`src/rtl/jk_bank_ctrl_if.sv`:
```
// Command and status bundle for the JK bank controller.
// The command source uses the master modport. The controller uses the slave modport.
interface jk_bank_ctrl_if #(
  parameter int WIDTH = 4,
  parameter int CNT_W = 8
);
  logic               cmd_valid;
  logic               cmd_ready;
  logic [1:0]         cmd_op;
  logic [WIDTH-1:0]   cmd_data;
  logic [CNT_W-1:0]   cmd_steps;
  logic [2*WIDTH-1:0] jk;
  logic [WIDTH-1:0]   q;
  logic               busy;
  logic               done;

  modport master (
    output cmd_valid, cmd_op, cmd_data, cmd_steps,
    input  cmd_ready, jk, q, busy, done
  );

  modport slave (
    input  cmd_valid, cmd_op, cmd_data, cmd_steps,
    output cmd_ready, jk, q, busy, done
  );
endinterface

```
`src/rtl/jk_bank_ctrl.sv`:
```
// Sequences a bank of JK flip-flops from LOAD/CLEAR/COUNT/NOP commands.
// The bank state changes only through the per-bit J/K next-state equation.
module jk_bank_ctrl #(
  parameter int WIDTH = 4,
  parameter int CNT_W = 8
) (
  input  logic            clk,
  input  logic            rst,
  jk_bank_ctrl_if.slave   bus
);

  typedef enum logic [1:0] {
    ST_IDLE = 2'd0,
    ST_RUN  = 2'd1,
    ST_DONE = 2'd2
  } state_t;

  localparam logic [1:0] OP_NOP   = 2'b00;
  localparam logic [1:0] OP_LOAD  = 2'b01;
  localparam logic [1:0] OP_CLEAR = 2'b10;
  localparam logic [1:0] OP_COUNT = 2'b11;

  state_t             state_q;
  logic               ready_q;
  logic               busy_q;
  logic               done_q;
  logic [CNT_W-1:0]   cnt_q;
  logic [1:0]         op_q;
  logic [WIDTH-1:0]   data_q;
  logic [WIDTH-1:0]   q_q;
  logic [WIDTH-1:0]   q_d;
  logic [WIDTH-1:0]   j_d;
  logic [WIDTH-1:0]   k_d;
  logic               accept;
  logic               run_last;

  // Bit i of the result is set when every bit below i in q is 1.
  function automatic logic [WIDTH-1:0] lower_ones(input logic [WIDTH-1:0] q);
    logic [WIDTH-1:0] m;
    m[0] = 1'b1;
    for (int i = 1; i < WIDTH; i++) begin
      m[i] = m[i-1] & q[i-1];
    end
    return m;
  endfunction

  function automatic logic [WIDTH-1:0] jk_next(input logic [WIDTH-1:0] q,
                                               input logic [WIDTH-1:0] j,
                                               input logic [WIDTH-1:0] k);
    return (j & ~q) | (~k & q);
  endfunction

  function automatic logic [2*WIDTH-1:0] pack_jk(input logic [WIDTH-1:0] j,
                                                 input logic [WIDTH-1:0] k);
    logic [2*WIDTH-1:0] v;
    for (int i = 0; i < WIDTH; i++) begin
      v[2*i+1] = j[i];
      v[2*i]   = k[i];
    end
    return v;
  endfunction

  assign accept   = (state_q == ST_IDLE) && bus.cmd_valid && ready_q;
  assign run_last = (op_q != OP_COUNT) || (cnt_q <= CNT_W'(1));

  // The drive is nonzero only in RUN. This keeps q held in IDLE and DONE without a separate enable.
  always_comb begin
    j_d = '0;
    k_d = '0;
    if (state_q == ST_RUN) begin
      case (op_q)
        OP_LOAD: begin
          j_d = data_q;
          k_d = ~data_q;
        end
        OP_CLEAR: begin
          k_d = '1;
        end
        OP_COUNT: begin
          if (cnt_q != '0) begin
            j_d = lower_ones(q_q);
            k_d = lower_ones(q_q);
          end
        end
        default: begin
          j_d = '0;
          k_d = '0;
        end
      endcase
    end
  end

  assign q_d = jk_next(q_q, j_d, k_d);

  // Control FSM and bank state.
  always_ff @(posedge clk) begin
    if (!rst) begin
      state_q <= ST_IDLE;
      ready_q <= 1'b1;
      busy_q  <= 1'b0;
      done_q  <= 1'b0;
      cnt_q   <= '0;
      q_q     <= '0;
    end else begin
      q_q <= q_d;
      case (state_q)
        ST_IDLE: begin
          if (accept) begin
            state_q <= ST_RUN;
            ready_q <= 1'b0;
            busy_q  <= 1'b1;
            cnt_q   <= bus.cmd_steps;
          end
        end
        ST_RUN: begin
          if (run_last) begin
            state_q <= ST_DONE;
            busy_q  <= 1'b0;
            done_q  <= 1'b1;
          end else begin
            cnt_q <= cnt_q - CNT_W'(1);
          end
        end
        ST_DONE: begin
          state_q <= ST_IDLE;
          done_q  <= 1'b0;
          ready_q <= 1'b1;
        end
        default: begin
          state_q <= ST_IDLE;
          ready_q <= 1'b1;
          busy_q  <= 1'b0;
          done_q  <= 1'b0;
        end
      endcase
    end
  end

  // The command payload is captured at accept. It has no reset because it is read only in RUN.
  always_ff @(posedge clk) begin
    if (accept) begin
      op_q   <= bus.cmd_op;
      data_q <= bus.cmd_data;
    end
  end

  assign bus.cmd_ready = ready_q;
  assign bus.busy      = busy_q;
  assign bus.done      = done_q;
  assign bus.q         = q_q;
  assign bus.jk        = pack_jk(j_d, k_d);

endmodule

```
`src/flat_wrapper.sv`:
```
// flat-port wrapper written by rule: the top's interface ports become plain ports
module jk_bank_ctrl_flat 
#(
  parameter int WIDTH = 4,
  parameter int CNT_W = 8
)
  (clk, rst, bus_cmd_valid, bus_cmd_op, bus_cmd_data, bus_cmd_steps, bus_cmd_ready, bus_jk, bus_q, bus_busy, bus_done);
  jk_bank_ctrl_if #(.WIDTH(WIDTH), .CNT_W(CNT_W)) bus_i ();
  input  logic clk;
  input  logic rst;
  input wire logic [$bits(bus_i.cmd_valid)-1:0] bus_cmd_valid;
  input wire logic [$bits(bus_i.cmd_op)-1:0] bus_cmd_op;
  input wire logic [$bits(bus_i.cmd_data)-1:0] bus_cmd_data;
  input wire logic [$bits(bus_i.cmd_steps)-1:0] bus_cmd_steps;
  output wire logic [$bits(bus_i.cmd_ready)-1:0] bus_cmd_ready;
  output wire logic [$bits(bus_i.jk)-1:0] bus_jk;
  output wire logic [$bits(bus_i.q)-1:0] bus_q;
  output wire logic [$bits(bus_i.busy)-1:0] bus_busy;
  output wire logic [$bits(bus_i.done)-1:0] bus_done;
  assign bus_i.cmd_valid = bus_cmd_valid;
  assign bus_i.cmd_op = bus_cmd_op;
  assign bus_i.cmd_data = bus_cmd_data;
  assign bus_i.cmd_steps = bus_cmd_steps;
  assign bus_cmd_ready = bus_i.cmd_ready;
  assign bus_jk = bus_i.jk;
  assign bus_q = bus_i.q;
  assign bus_busy = bus_i.busy;
  assign bus_done = bus_i.done;
  jk_bank_ctrl #(.WIDTH(WIDTH), .CNT_W(CNT_W)) u_core (.clk(clk), .rst(rst), .bus(bus_i));
endmodule
```
`config.mk`:
```
export PLATFORM = sky130hd
export DESIGN_NAME = jk_bank_ctrl_flat
export DESIGN_NICKNAME = d
export VERILOG_FILES = /design/src/rtl/jk_bank_ctrl_if.sv /design/src/rtl/jk_bank_ctrl.sv /design/src/flat_wrapper.sv
export SDC_FILE = /design/constraint.sdc
export NUM_CORES = 1
export LEC_CHECK = 0
export ABC_CLOCK_PERIOD_IN_PS = 4300
export CELL_PAD_IN_SITES_DETAIL_PLACEMENT = 0
export CELL_PAD_IN_SITES_GLOBAL_PLACEMENT = 1
export CORE_ASPECT_RATIO = 2
export CORE_MARGIN = 2
export CORE_UTILIZATION = 39
export CTS_CLUSTER_DIAMETER = 150
export DETAILED_ROUTE_END_ITERATION = 10
export MAX_ROUTING_LAYER = met4
export PLACE_DENSITY_LB_ADDON = 0.08
export SETUP_SLACK_MARGIN = 0.2
export SLEW_MARGIN = 5
export SYNTH_ARGS = -nofsm -noshare
export SYNTH_HDL_FRONTEND = slang
export SYNTH_SLANG_ARGS = --single-unit
```
`constraint.sdc`:
```
create_clock -name clk -period 4.3 [get_ports clk]
set_input_delay 0.645 -clock clk [delete_from_list [all_inputs] [get_ports clk]]
set_output_delay 0.645 -clock clk [all_outputs]
set_load 0.02 [all_outputs]
```
# ---- After elaboration in Yosys (flattened, before gate mapping)
# Cells that the tools add are included.
dict set report totals {
  out_inout_bits 15
  regBits 23
  in_bits 17
  elab_cells 59
}
dict set report classes {
  reduce_logical 11
  n_eq_ne 9
  order_cmp 1
  addsub 1
  n_bitwise 11
  muxes 18
}
# op count
set ops {}
lappend ops {{2-to-1 mux 8 bit} 2}
lappend ops {{one-hot mux 8 bit (2 select lines)} 1}
lappend ops {{2-to-1 mux 4 bit} 3}
lappend ops {{NOT 4 bit} 3}
lappend ops {{one-hot mux 4 bit (3 select lines)} 1}
lappend ops {{AND 4 bit} 2}
lappend ops {{less-or-equal comparator 8 x 1 -> 1 bit (second input constant)} 1}
lappend ops {{one-hot mux 4 bit (2 select lines)} 1}
lappend ops {{nonzero test 8 bit} 1}
lappend ops {{subtractor 8 x 1 -> 8 bit (second input constant)} 1}
lappend ops {{equality test 2 bit (second input constant)} 3}
lappend ops {{AND reduction 2 bit} 3}
lappend ops {{AND reduction 3 bit} 2}
lappend ops {{equality test 2 x 1 -> 1 bit (second input constant)} 2}
lappend ops {{2-to-1 mux 1 bit} 4}
lappend ops {{2-to-1 mux 2 bit} 2}
lappend ops {{inequality test 2 x 1 -> 1 bit (second input constant)} 2}
lappend ops {{inequality test 2 bit (second input constant)} 2}
lappend ops {{bitwise OR 4 bit} 1}
lappend ops {{one-hot mux 1 bit (2 select lines)} 2}
lappend ops {{one-hot mux 2 bit (2 select lines)} 1}
lappend ops {{NOT 1 bit} 3}
lappend ops {{one-hot mux 1 bit (3 select lines)} 1}
lappend ops {{AND 1 bit} 2}
lappend ops {{4 further kinds} 5}

# ---- Longest topological paths before layout
# Gate-level depths: netlist (run 1).
dict set report logic_depth {
  ltp_word 8
  mapped_depth 7
  mapped_depth_nobuf 6
}

# ---- Least setup slack after synthesis (run 1)
# OpenSTA, ideal clock, no wires.
dict set report synth_path {
  kind {register to output}
  from {register u_core.cnt_q[0]}
  to {output bus_jk[2]}
  arrival_time_ps 1660
  slack_ps 1995
  stages_incl_launch_ff 7
  path_buffers 0
  required_ps 3655
  path_cell_list {dfxtp_1 > inv_1 > ha_1 > or3b_2 > nor2_1 > o21ai_0 > a32o_1}
}
dict set report synth_via {
  elab_chain_cells 4
}
# element line
set synth_lines {}
lappend synth_lines {{start, declared} jk_bank_ctrl.sv:27} ;# logic [CNT_W-1:0] cnt_q;
lappend synth_lines {{start signal, assigned} jk_bank_ctrl.sv:112} ;# cnt_q <= bus.cmd_steps;
lappend synth_lines {{start signal, assigned} jk_bank_ctrl.sv:121} ;# cnt_q <= cnt_q - CNT_W'(1);
lappend synth_lines {{nonzero test 8 bit} jk_bank_ctrl.sv:80} ;# if (cnt_q != '0) begin
lappend synth_lines {{2-to-1 mux 4 bit} jk_bank_ctrl.sv:80}
lappend synth_lines {{one-hot mux 4 bit (3 select lines)} jk_bank_ctrl.sv:71} ;# case (op_q)
lappend synth_lines {{2-to-1 mux 4 bit} jk_bank_ctrl.sv:70} ;# if (state_q == ST_RUN) begin
lappend synth_lines {{end, declared} flat_wrapper.sv:16} ;# output wire logic [$bits(bus_i.jk)-1:0] bus_jk;
# No other way between the ends.

# ---- Worst setup path after layout (run 1)
# Same ends and word-level chain as after synthesis.

==> results of run 1 <==
## worst max-delay path: stages, from the launching register on
cell and delay (ns):
dfxtp_1 0.37, inv_1 0.08, ha_1 0.23, or3b_2 0.49, nor2_1 0.20, o21ai_0 0.10, a32o_1 0.28, clkdlybuf4s50_1 0.53
## kinds of logic (layout without fill, tap and decap cells)
group                      after synthesis  after routing  share of synthesized area, %
and+or+nand+nor                         54             54                          21.4
AOI/OAI and AO/OA                       52             52                          29.6
adders and majority gates                2              2                          1.91
DFF                                     23             23                          39.7
buffers and inverters                   18             45                          5.73
muxes                                    2              2                          1.62
## cells in the mapped netlist, drive strengths merged, types with 2 or more instances
| cell | n | area share (%) |
|---|---|---|
| dfxtp | 17 | 26 |
| or3b | 2 | 1.3 |
| nor3b | 3 | 1.7 |
| nor2 | 15 | 4.3 |
| o21ai | 7 | 2.7 |
| nor4 | 2 | 0.95 |
| a21oi | 16 | 6.1 |
| o211a | 2 | 1.5 |
| ha | 2 | 1.9 |
| and2 | 2 | 0.95 |
| edfxtp | 6 | 14 |
| o221a | 2 | 1.7 |
| nand3 | 2 | 0.76 |
| clkbuf | 8 | 2.3 |
| nand2b | 3 | 1.4 |
| nor2b | 3 | 1.4 |
| nand2 | 12 | 3.4 |
| a32oi | 2 | 1.3 |
| o32ai | 6 | 4.0 |
| inv | 9 | 2.6 |
| a31oi | 2 | 0.95 |
| nor3 | 5 | 1.9 |
| a211o | 2 | 1.3 |
## registers in the layout, indices dropped and copies added (netlist names)
signal / cells
u_core.cnt_q: 8
u_core.bus.q: 4
u_core.data_q: 4
u_core.op_q: 2
u_core.state_q: 2
u_core.bus.busy: 1
u_core.bus.cmd_ready: 1
u_core.bus.done: 1
## routing by layer
| layer | GRT usage (%) | share of wire, % |
|---|---|---|
| met1 | 21.7 | 37 |
| met2 | 33.8 | 57 |
| met3 | 2.11 | 4.5 |
| met4 | 8.56 | 1.7 |
| met5 | - | 0 |
## how the worst max path moves through the flow
stage | startpoint | depth (start not counted) | slack [ns] | endpoint
final | u_core.cnt_q[0]$_SDFFE_PN0P_ | 7 | 1.12 | bus_jk[2]
after global routing | u_core.cnt_q[0]$_SDFFE_PN0P_ | 7 | 0.94 | bus_jk[2]
after CTS | u_core.cnt_q[0]$_SDFFE_PN0P_ | 7 | 1.12 | bus_jk[2]
after detailed placement | u_core.cnt_q[0]$_SDFFE_PN0P_ | 7 | 1.41 | bus_jk[2]
after global placement | u_core.cnt_q[0]$_SDFFE_PN0P_ | 7 | 1.45 | bus_jk[2]
after floorplan | u_core.cnt_q[0]$_SDFFE_PN0P_ | 6 | 2.00 | bus_jk[2]
## final cells by class
type	count	area, um2	share of cell area, %
tap	31	38.8	2.32
multi-input combinational	110	714	42.8
timing repair buffer	32	318	19.0
sequential	23	520	31.2
clock buffer	4	45.0	2.70
inverter	9	33.8	2.02
## power breakdown
group	internal (mW)	switching, mW
sequential	0.241	0.0226
combinational	0.0693	0.0856
clock	0.0660	0.0660
total	0.376	0.174
## through the flow
stage / util (%) / total power, mW / hold WS, ns / instance area, um2 / cells
after detailed placement: 50.9 / 0.423 / 0.477 / 1630 / 205
after global routing: 52.3 / 0.586 / 0.508 / 1670 / 209
after global placement: 50.9 / 0.422 / 0.466 / 1630 / 205
after floorplan: - / 0.369 / 0.453 / 1310 / 151
after CTS: 52.3 / 0.554 / 0.496 / 1670 / 209
final: 52.3 / 0.550 / 0.492 / 1670 / 209
==> reports/results.txt, run 1 <==
Num ports - 32
Number of CTS-inserted buffers - 3
Total global routing overflow - 0
Vias per cell - 6.06
Worst Setup End Kind - output pin
Die area - 3870 um2
Ys flop type - dfxtp_1
Reg2reg end - u_core.cnt_q[0]$_SDFFE_PN0P_
Fin crit period - 3.18 ns
FILL cells - 313
Status - complete, no violations
Final Hold Vio Count - 0
Clock sink total - 23
Post-CTS Resized - 0
Hold depth - 1
Most frequent cells in the layout - clkdlybuf4s50_1 (31), dfxtp_1 (17), a21oi_1 (16), nor2_1 (15), nand2_1 (12)
Pleak - 0.617 nW
HP Start - u_core.bus.q[0]$_SDFF_PN0_
Maxcap violations - 0
Type of origin of the critical path - flop
Post-DP HPWL - 2.63 mm
Cell variety after synth - 45
Final setup fails - 0
Drt first pass iters - 4
Die height - 86.0 um
Setup_tns - 0 ns
Mapped Area - 1310 um2
H-tree depth - 1
Post-CTS setup buffer count - 0
Core area - 3190 um2
Clk buf depth - 2
DR WL/cell - 16.4 um
Net count after synthesis - 170
R2R depth - 4
Post-synth ARST share - 0%
CTS Root Cell - clkbuf_8
Critical path peak fanout - 7
Share of cells above drive strength 1 - 6.18%
Register area share after synthesis - 39.7%
Total GRT Usage - 19.6%
Fmax achieved - 314 MHz
FP Rows - 29
R2R Setup Slk - 2.12 ns
Critical path type - flop to output pin
Hold WC Path Type - flop to flop
Most common cell after layout, fill and taps aside - clkdlybuf4s50_1
Worst skew pair latency - 0.26 ns
WP data required - 3.65 ns
YS warnings - 0
Cells after synthesis - 151
Antenna viol nets, final - 0
Register bit total from synthesis - 23
Inserted Diodes - 0
Final worst path period share - 74.0%
Starting DRT DRC Count - 50
Global-route wire length before repair - 5.50 mm
Pre-CTS setup slack - 1.41 ns
Vias - 1,267
R2R Path Start - u_core.cnt_q[5]$_SDFFE_PN0P_
Hold-fix buffers, CTS - 0
Largest net degree at the start of global routing - 19
RSZ-0062 raised after global routing - false
Clock transition at the registers of the reported paths - 0.08 ns
Syn Area/Cell - 8.68 um2
Hold Path Sink - u_core.bus.q[0]$_SDFF_PN0_
Worst Path Arrival - 2.54 ns
Peak VDD IR - 0.227 mV
Worst-Margin Slew - 0.847 ns
Number of global-route vias before repair - 1,213
Chip width - 45.0 um
Final WS setup - 1.12 ns
Syn-to-layout area delta - 27.5%
Relative slew slack - 42.8%
Layout Skew - 0.00260 ns
Fin nets - 198
Max-slew violation count - 0
Initial antenna violation count - 0
Initial cell density of the core - 41.0%
PwrDens - 330 nW/um2
EDFF count, synth - 6
CTS tree - built
Port-buffer cells - 31
Residual DRC count - 0
Post-Route WL - 3.44 mm
GP Congestion - 0.912
Power figures use the tool's default switching activity.
==> run 2: changes to the inputs <==
--- a/config.mk
+++ b/config.mk
@@ -5,12 +5,12 @@
 export SDC_FILE = /design/constraint.sdc
 export NUM_CORES = 1
 export LEC_CHECK = 0
-export ABC_CLOCK_PERIOD_IN_PS = 4300
+export ABC_CLOCK_PERIOD_IN_PS = 2600
 export CELL_PAD_IN_SITES_DETAIL_PLACEMENT = 0
 export CELL_PAD_IN_SITES_GLOBAL_PLACEMENT = 1
 export CORE_ASPECT_RATIO = 2
 export CORE_MARGIN = 2
-export CORE_UTILIZATION = 39
+export CORE_UTILIZATION = 32
 export CTS_CLUSTER_DIAMETER = 150
 export DETAILED_ROUTE_END_ITERATION = 10
 export MAX_ROUTING_LAYER = met4
==> constraint.sdc (replaced) <==
create_clock -name clk -period 2.6 [get_ports clk]
set_input_delay 0.39 -clock clk [delete_from_list [all_inputs] [get_ports clk]]
set_output_delay 0.39 -clock clk [all_outputs]
set_load 0.02 [all_outputs]
==> run 2 against run 1 <==
  * Register-to-register slack got worse by 1.4 ns
  * Core utilization fell by 7.7 points
  * Clock-buffer cell count fell by 1
  * Hold slack got worse by 0.0037 ns
  * Die area rose by 20%
  * Total power rose by 78%
==> reports/results.txt, run 2 (synthesized netlist as in run 1, its figures left out) <==
Status - complete, no violations
Chip width - 49.2 um (+9.5%)
Clock transition at the registers of the reported paths - 0.09 ns (about the same)
Hold WC Path Type - flop to flop
Reg area - 522 um2 (+0.24%)
Syn-to-layout area delta - 36.5%
Worst Setup End Kind - output pin
Initial cell density of the core - 32.7% (-8.3 points)
Pleak - 0.708 nW (+15%)
Fin nets - 212 (+7.1%)
Post-CTS setup buffer count - 0 (unchanged)
Type of origin of the critical path - flop
GP Congestion - 0.786 (-14%)
Largest net degree at the start of global routing - 19 (unchanged)
Hold-fix buffers, CTS - 0 (unchanged)
Final worst path period share - 88.1%
Die area - 4650 um2 (+20%)
Relative slew slack - 50.6% (+7.8 points)
Critical path peak fanout - 4 (-3)
Critical path type - flop to output pin
Largest register FFs - 8 (unchanged)
Share of cells above drive strength 1 - 18.2% (+12 points)
Fmax achieved - 436 MHz
Clk buf depth - 2 (unchanged)
Drt first pass iters - 4 (unchanged)
Worst skew pair latency - 0.27 ns (about the same)
Layout Skew - 0.00257 ns (-0.0000272 ns)
Most frequent cells in the layout - clkdlybuf4s50_1 (23), a21oi_1 (16), dfxtp_1 (16), buf_4 (15), nor2_1 (14)
Number of global-route vias before repair - 1,220 (+0.58%)
Antenna viol nets, final - 0 (unchanged)
Residual DRC count - 0 (unchanged)
Peak VDD IR - 0.365 mV (+61%)
Vias per cell - 5.25 (-13%)
FP Rows - 33 (+14%)
Die height - 94.5 um (+9.9%)
Most common cell after layout, fill and taps aside - clkdlybuf4s50_1
Post-Route WL - 3.50 mm (+2.0%)
DR WL/cell - 14.4 um (-13%)
Global-route wire length before repair - 5.71 mm (+3.8%)
WP data required - 2.21 ns (-1.44 ns)
Port-buffer cells - 31 (unchanged)
CTS tree - built
Final setup fails - 0 (unchanged)
Num ports - 32 (unchanged)
Starting DRT DRC Count - 27 (-46%)
CTS Root Cell - clkbuf_8
Worst Path Arrival - 1.90 ns (-0.64 ns)
Total GRT Usage - 16.3% (-3.3 points)
Final Hold Vio Count - 0 (unchanged)
Final Power - 0.978 mW (+78%)
Max-slew violation count - 0 (unchanged)
RSZ-0062 raised after global routing - false
Number of CTS-inserted buffers - 3 (unchanged)
H-tree depth - 1 (unchanged)
Setup_tns - 0 ns (unchanged)
Vias - 1,282 (+1.2%)
Post-DP HPWL - 2.55 mm (-3.0%)
Post-CTS Resized - 17 (+17)
Core area - 4010 um2 (+25%)
Clock sink total - 23 (unchanged)
Fin crit period - 2.29 ns
Total global routing overflow - 0 (unchanged)
Top reg by flops - u_core.cnt_q
Area of the multi-input gates - 731 um2 (+2.3%)
FILL cells - 434 (+39%)
Worst-Margin Slew - 0.741 ns (-0.106 ns)
Initial antenna violation count - 0 (unchanged)
Inserted Diodes - 0 (unchanged)
Maxcap violations - 0 (unchanged)
PwrDens - 547 nW/um2 (+66%)
==> run 2: final cells by class <==
| class | count | share of cell area, % |
|---|---|---|
| Clock buffer | 3 | 2.31 |
| Clock inverter | 1 | 0.280 |
| Inverter | 9 | 1.89 |
| Multi-Input combinational cell | 110 | 40.9 |
| Sequential cell | 23 | 29.2 |
| Tap cell | 52 | 3.64 |
| Timing Repair Buffer | 46 | 21.8 |
==> run 2: per-stage QoR <==
stage,instance area [um2],cells,setup WS (ns),hold WS (ns),util [%]
2_1_floorplan,1310,151,0.550,0.453,-
3_3_place_gp,1760,240,0.0808,0.466,43.9
3_5_place_dp,1760,240,0.0682,0.475,43.9
4_1_cts,1810,244,0.140,0.491,45.2
5_1_grt,1790,244,0.202,0.516,44.6
6_report,1790,244,0.308,0.489,44.6
==> run 2: layer usage <==
metal | up-vias | wire length [um] | global-route usage, %
li1 | 650 | - | -
met1 | 604 | 1520 | 18.8
met2 | 26 | 1820 | 28.2
met3 | 2 | 118 | 2.22
met4 | 0 | 40 | 6.43
met5 | - | 0 | -
==> run 2: where the power goes <==
group,total [mW],switching [mW],internal [mW]
clock,0.229,0.122,0.107
combinational,0.320,0.167,0.153
sequential,0.428,0.0290,0.399
==> run 2: worst max-delay path: stages, from the launching register on <==
cell	delay, ns
dfxtp_2	0.34
inv_1	0.07
ha_1	0.17
or3b_4	0.40
nor2_4	0.13
buf_4	0.12
a21oi_1	0.07
dlygate4sd2_1	0.33
==> run 2: worst paths after layout <==
kind              slack [ns]                           end  cells past startpoint                          from
setup / recovery        0.31                     bus_jk[0]                      7  u_core.cnt_q[1]$_SDFFE_PN0P_
hold / removal          0.49  u_core.cnt_q[7]$_SDFFE_PN0P_                      2  u_core.cnt_q[7]$_SDFFE_PN0P_
setup reg to reg        0.70  u_core.cnt_q[0]$_SDFFE_PN0P_                      4  u_core.cnt_q[6]$_SDFFE_PN0P_
hold reg to reg         0.49  u_core.cnt_q[7]$_SDFFE_PN0P_                      2  u_core.cnt_q[7]$_SDFFE_PN0P_
==> edit 1: new RTL, config.mk and constraints of run 2 <==
`WIDTH` is set to 4 in 3 places; all go to 3.
--- a/src/rtl/jk_bank_ctrl_if.sv
+++ b/src/rtl/jk_bank_ctrl_if.sv
@@ -1,7 +1,7 @@
 // Command and status bundle for the JK bank controller.
 // The command source uses the master modport. The controller uses the slave modport.
 interface jk_bank_ctrl_if #(
-  parameter int WIDTH = 4,
+  parameter int WIDTH = 3,
   parameter int CNT_W = 8
 );
   logic               cmd_valid;
--- a/src/rtl/jk_bank_ctrl.sv
+++ b/src/rtl/jk_bank_ctrl.sv
@@ -1,7 +1,7 @@
 // Sequences a bank of JK flip-flops from LOAD/CLEAR/COUNT/NOP commands.
 // The bank state changes only through the per-bit J/K next-state equation.
 module jk_bank_ctrl #(
-  parameter int WIDTH = 4,
+  parameter int WIDTH = 3,
   parameter int CNT_W = 8
 ) (
   input  logic            clk,
--- a/src/flat_wrapper.sv
+++ b/src/flat_wrapper.sv
@@ -1,7 +1,7 @@
 // flat-port wrapper written by rule: the top's interface ports become plain ports
 module jk_bank_ctrl_flat 
 #(
-  parameter int WIDTH = 4,
+  parameter int WIDTH = 3,
   parameter int CNT_W = 8
 )
   (clk, rst, bus_cmd_valid, bus_cmd_op, bus_cmd_data, bus_cmd_steps, bus_cmd_ready, bus_jk, bus_q, bus_busy, bus_done);
Interface: changed (resized bus_cmd_data, bus_jk and bus_q); port bits go from 32 to 28. The function was not compared with the original's and may differ.
==> edit 1 against run 2 <==
Combinational power fell by 16%. Synthesized area fell by 13%. Synthesized cell count fell by 13%. Design area fell by 12%. Wire length fell by 8.1%. Total power fell by 11%. Sequential cell count fell by 2. Setup slack improved by 13 ps.
==> edit 1: results (changes against run 2) <==
| Metric | Value |
|---|---|
| Pre-CTS setup slack | 85.45 ps (was 68.15 ps) |
| Top post-synthesis cells by count | a21oi_1 (18), dfxtp_1 (16), nand2_1 (13) (was dfxtp_1 (17), a21oi_1 (16), nor2_1 (15)) |
| Clock-pin slew on the worst setup and hold paths | 80 ps |
| Post-synth top flop | dfxtp_1 (unchanged) |
| Worst r2r src | u_core.cnt_q[5] (was u_core.cnt_q[6]) |
| Distinct cells, synth | 39 (was 45) |
| Hpwl dp | 2.409 mm (was 2.549 mm) |
| Synth top area cells | dfxtp_1 (28%), edfxtp_1 (13%), a21oi_1 (7.9%), o32ai_1 (4.6%), nand2_1 (4.3%) (was dfxtp_1 (26%), edfxtp_1 (14%), a21oi_1 (6.1%), nor2_1 (4.3%), o32ai_1 (4.0%)) |
| Number of synthesized flops with an enable pin | 5 (was 6) |
| FFs w/ async S/R, synth | 0% (unchanged) |
| Largest net degree at the start of global routing | 17 (was 19) |
| Lkg Pwr | 0.5989 nW (was 0.7076 nW) |
| Clk_skew | 1.211 ps (was 2.572 ps) |
| WP data arrival | roughly 1900 ps |
| Largest stage delay on the critical path | 430 ps (was 400 ps) |
| Routed vias | 1112 (was 1282) |
| Sequential area share after synthesis | 41.18% (was 39.73%) |
| Root Buffer | clkbuf_8 (unchanged) |
| Nets | 183 (was 212) |
| WL per Instance | 15.19 µm (was 14.36 µm) |
| DP Area | 1510 µm² (was 1757 µm²) |
| Port Buffers | 27 (was 31) |
| Global-route wire length before repair | 5.188 mm (was 5.706 mm) |
| Initial DRC count | 25 (was 27) |
| Outcome | finished, final reports clean (unchanged) |
| Total GRT Usage | 18.04% (was 16.30%) |
| Max IR drop VDD | 0.3576 mV (was 0.3654 mV) |
| RD Place Congestion | 0.8242 (was 0.7861) |
| Fillers | 355 (was 434) |
| Worst slew pin tran | 567.9 ps (was 740.5 ps) |
| Syn Nets | 149 (was 170) |
| Share of cells above drive strength 1 | 14.02% (was 18.23%) |
-- edit 1: repair_timing --
action,CTS,global route
hold buffers,0,0
resized for setup,10,8
endpoints found under the setup margin,6,4
-- edit 1: cell families (layout without fill, tap and decap cells) --
logic type,after synthesis,count (layout),synth area share [%]
multiplexers,2,2,1.753
flip-flops,21,21,41.18
AO/OA/AOI/OAI,45,45,27.38
adder cells (fa/ha/maj),2,2,2.190
AND/OR/NAND/NOR,48,48,22.56
buffers and inverters,13,46,4.929
-- edit 1: area by class of cell --
class	count	area, µm²	area share [%]
Timing Repair Buffer	37	330.3	21.05
Clock buffer	4	45.04	2.871
Sequential cell	21	470.5	29.98
Inverter	5	18.77	1.196
Tap cell	48	60.06	3.828
Multi-Input combinational cell	97	644.4	41.07
-- edit 1: routing by layer --
layer	global-route usage, %	wire [µm]
met4	6.234	60
met2	32.32	1821
met5	-	0
met1	19.01	1248
met3	2.653	90
-- edit 1: report_power, final --
part,total [mW],leakage (nW),switching [mW],internal [mW]
combinational,0.268,0.398,0.146,0.122
clock,0.213,0.0228,0.104,0.109
sequential,0.389,0.178,0.0259,0.363
total,0.871,0.599,0.276,0.594
-- edit 1: per-stage QoR --
stage	instances	utilization [%]
6_report	212	45.93
3_3_place_gp	208	44.21
2_1_floorplan	131	-
5_1_grt	212	45.93
4_1_cts	212	46.04
3_5_place_dp	208	44.21
-- edit 1: critical path: cells and delay by family, from the launching register on --
family                   cells  cell delay [ps]
AO/OA/AOI/OAI                1              220
adder cells (fa/ha/maj)      1              170
AND/OR/NAND/NOR              2              500
buffers and inverters        2              410
flip-flops                   1              330
-- edit 1: path summary, 6_finish.rpt --
check,endpoint,slack [ps],depth (start not counted)
max,bus_jk[5],320,6
min,u_core.cnt_q[7],490,2
max reg2reg,u_core.cnt_q[0],530,4
min reg2reg,u_core.cnt_q[7],490,2
==> edit 2: new RTL, flow settings as in run 2 <==
Without the edit above. The 3 states of `state_t` get a one-hot encoding in 3 bits.
--- a/src/rtl/jk_bank_ctrl.sv
+++ b/src/rtl/jk_bank_ctrl.sv
@@ -9,10 +9,10 @@
   jk_bank_ctrl_if.slave   bus
 );
 
-  typedef enum logic [1:0] {
-    ST_IDLE = 2'd0,
-    ST_RUN  = 2'd1,
-    ST_DONE = 2'd2
+  typedef enum logic [2:0] {
+    ST_IDLE = 3'b001,
+    ST_RUN  = 3'b010,
+    ST_DONE = 3'b100
   } state_t;
 
   localparam logic [1:0] OP_NOP   = 2'b00;
Check against the original RTL: no difference found for any inputs over 10 cycles, from zero or initial values and one cycle with rst low; not proved beyond that.
==> edit 2 against run 2 <==
Sequential cell count grew 1. Via count down 0.78%. Setup slack worse by 58 ps. Non-clock buffer count decreased by 4. Total power down 8.1%. Sequential power up 1%. Combinational power shrank 26%. Wire length up 6.1%. Fmax down 2.5%. Register-to-register slack got worse by 80 ps. Design area is 1.7% higher. Synthesized area grew 1.1%. Final cell count decreased by 3.3%. Largest power group unchanged.
==> edit 2: results (changes against run 2) <==
| Metric | Value |
|---|---|
| Outcome | finished, final reports clean (unchanged) |
| Final wirelength | 3.718 mm (was 3.504 mm) |
| Clock share of power | 25.4% (was 23.5%) |
| WL met2 | 2.125 mm (was 1.822 mm) |
| WP data arrival | 1960 ps (was 1900 ps) |
| Worst skew pair latency | 270 ps (about the same) |
| Share of cells above drive strength 1 | 23.91% (was 18.23%) |
| CP max FO | 3 (was 4) |
| Post-synth top area share | 27.20% (was 25.98%) |
| Max IR drop VDD | 0.2887 mV (was 0.3654 mV) |
| Hold EP | u_core.bus.q[3] (was u_core.cnt_q[7]) |
| Hold path start | u_core.bus.q[3] (was u_core.cnt_q[7]) |
| DP Area | 1729 µm² (was 1757 µm²) |
| Synth top area cells | dfxtp_1 (27%), edfxtp_1 (14%), nor2_1 (5.1%), a21oi_1 (4.5%), a211oi_1 (2.8%) (was dfxtp_1 (26%), edfxtp_1 (14%), a21oi_1 (6.1%), nor2_1 (4.3%), o32ai_1 (4.0%)) |
| Critical path destination | bus_jk[3] (was bus_jk[0]) |
| Worst slew pin tran | 796.2 ps (was 740.5 ps) |
| Area share of fa/ha/maj cells after synthesis | 1.889% (was 1.910%) |
| Syn Nets | 162 (was 170) |
| Dpl cells | 230 (was 240) |
| Internal Power | 0.6289 mW (was 0.6590 mW) |
| RD Place Congestion | 0.7816 (was 0.7861) |
| Reg2reg setup slack | 620 ps (was 700 ps) |
| Lkg Pwr | 0.6740 nW (was 0.7076 nW) |
| Mux cell area share after synthesis | 0% (was 1.624%) |
| Global-route wire length before repair | 5.816 mm (was 5.706 mm) |
| Initial DRC count | 33 (was 27) |
| Routed met3 length | 90 µm (was 118 µm) |
| Compound-cell area share of the yosys netlist | 28.71% (was 29.61%) |
| Vias in the first global route | 1240 (was 1220) |
| Total GRT Usage | 16.53% (was 16.30%) |
| Hold path cells | 1 (was 2) |
| Pre-CTS setup slack | 73.83 ps (was 68.15 ps) |
| Power share of the combinational group | 26.3% (was 32.8%) |
| Routed vias | 1272 (was 1282) |
-- edit 2: cell types whose count changed after synthesis, sizes merged, moves of 3 or more --
| cell | delta |
|---|---|
| a211oi | +5 |
| clkbuf | -5 |
| o32ai | -5 |
| a21oi | -4 |
| nand2 | -4 |
| nor2 | +4 |
| inv | -3 |
| o211ai | +3 |
| o31ai | +3 |
-- edit 2: timing repair --
item	in CTS	in global routing
setup endpoints to repair	8	8
pin swaps	2	3
resized for setup	25	14
buffers inserted	1	1
-- edit 2: cell type report --
| type | instances | area (µm²) |
|---|---|---|
| Inverter | 6 | 22.52 |
| Clock inverter | 1 | 3.754 |
| Multi-Input combinational cell | 108 | 768.2 |
| Fill cell | 440 | 2227 |
| Tap cell | 52 | 65.06 |
| Timing Repair Buffer | 42 | 376.6 |
| Clock buffer | 3 | 41.29 |
| Sequential cell | 24 | 541.8 |
-- edit 2: routing by layer --
metal	vias up	global-route usage, %
met4	0	6.250
li1	620	-
met3	6	2.215
met1	624	16.68
met2	22	31.53
met5	-	-
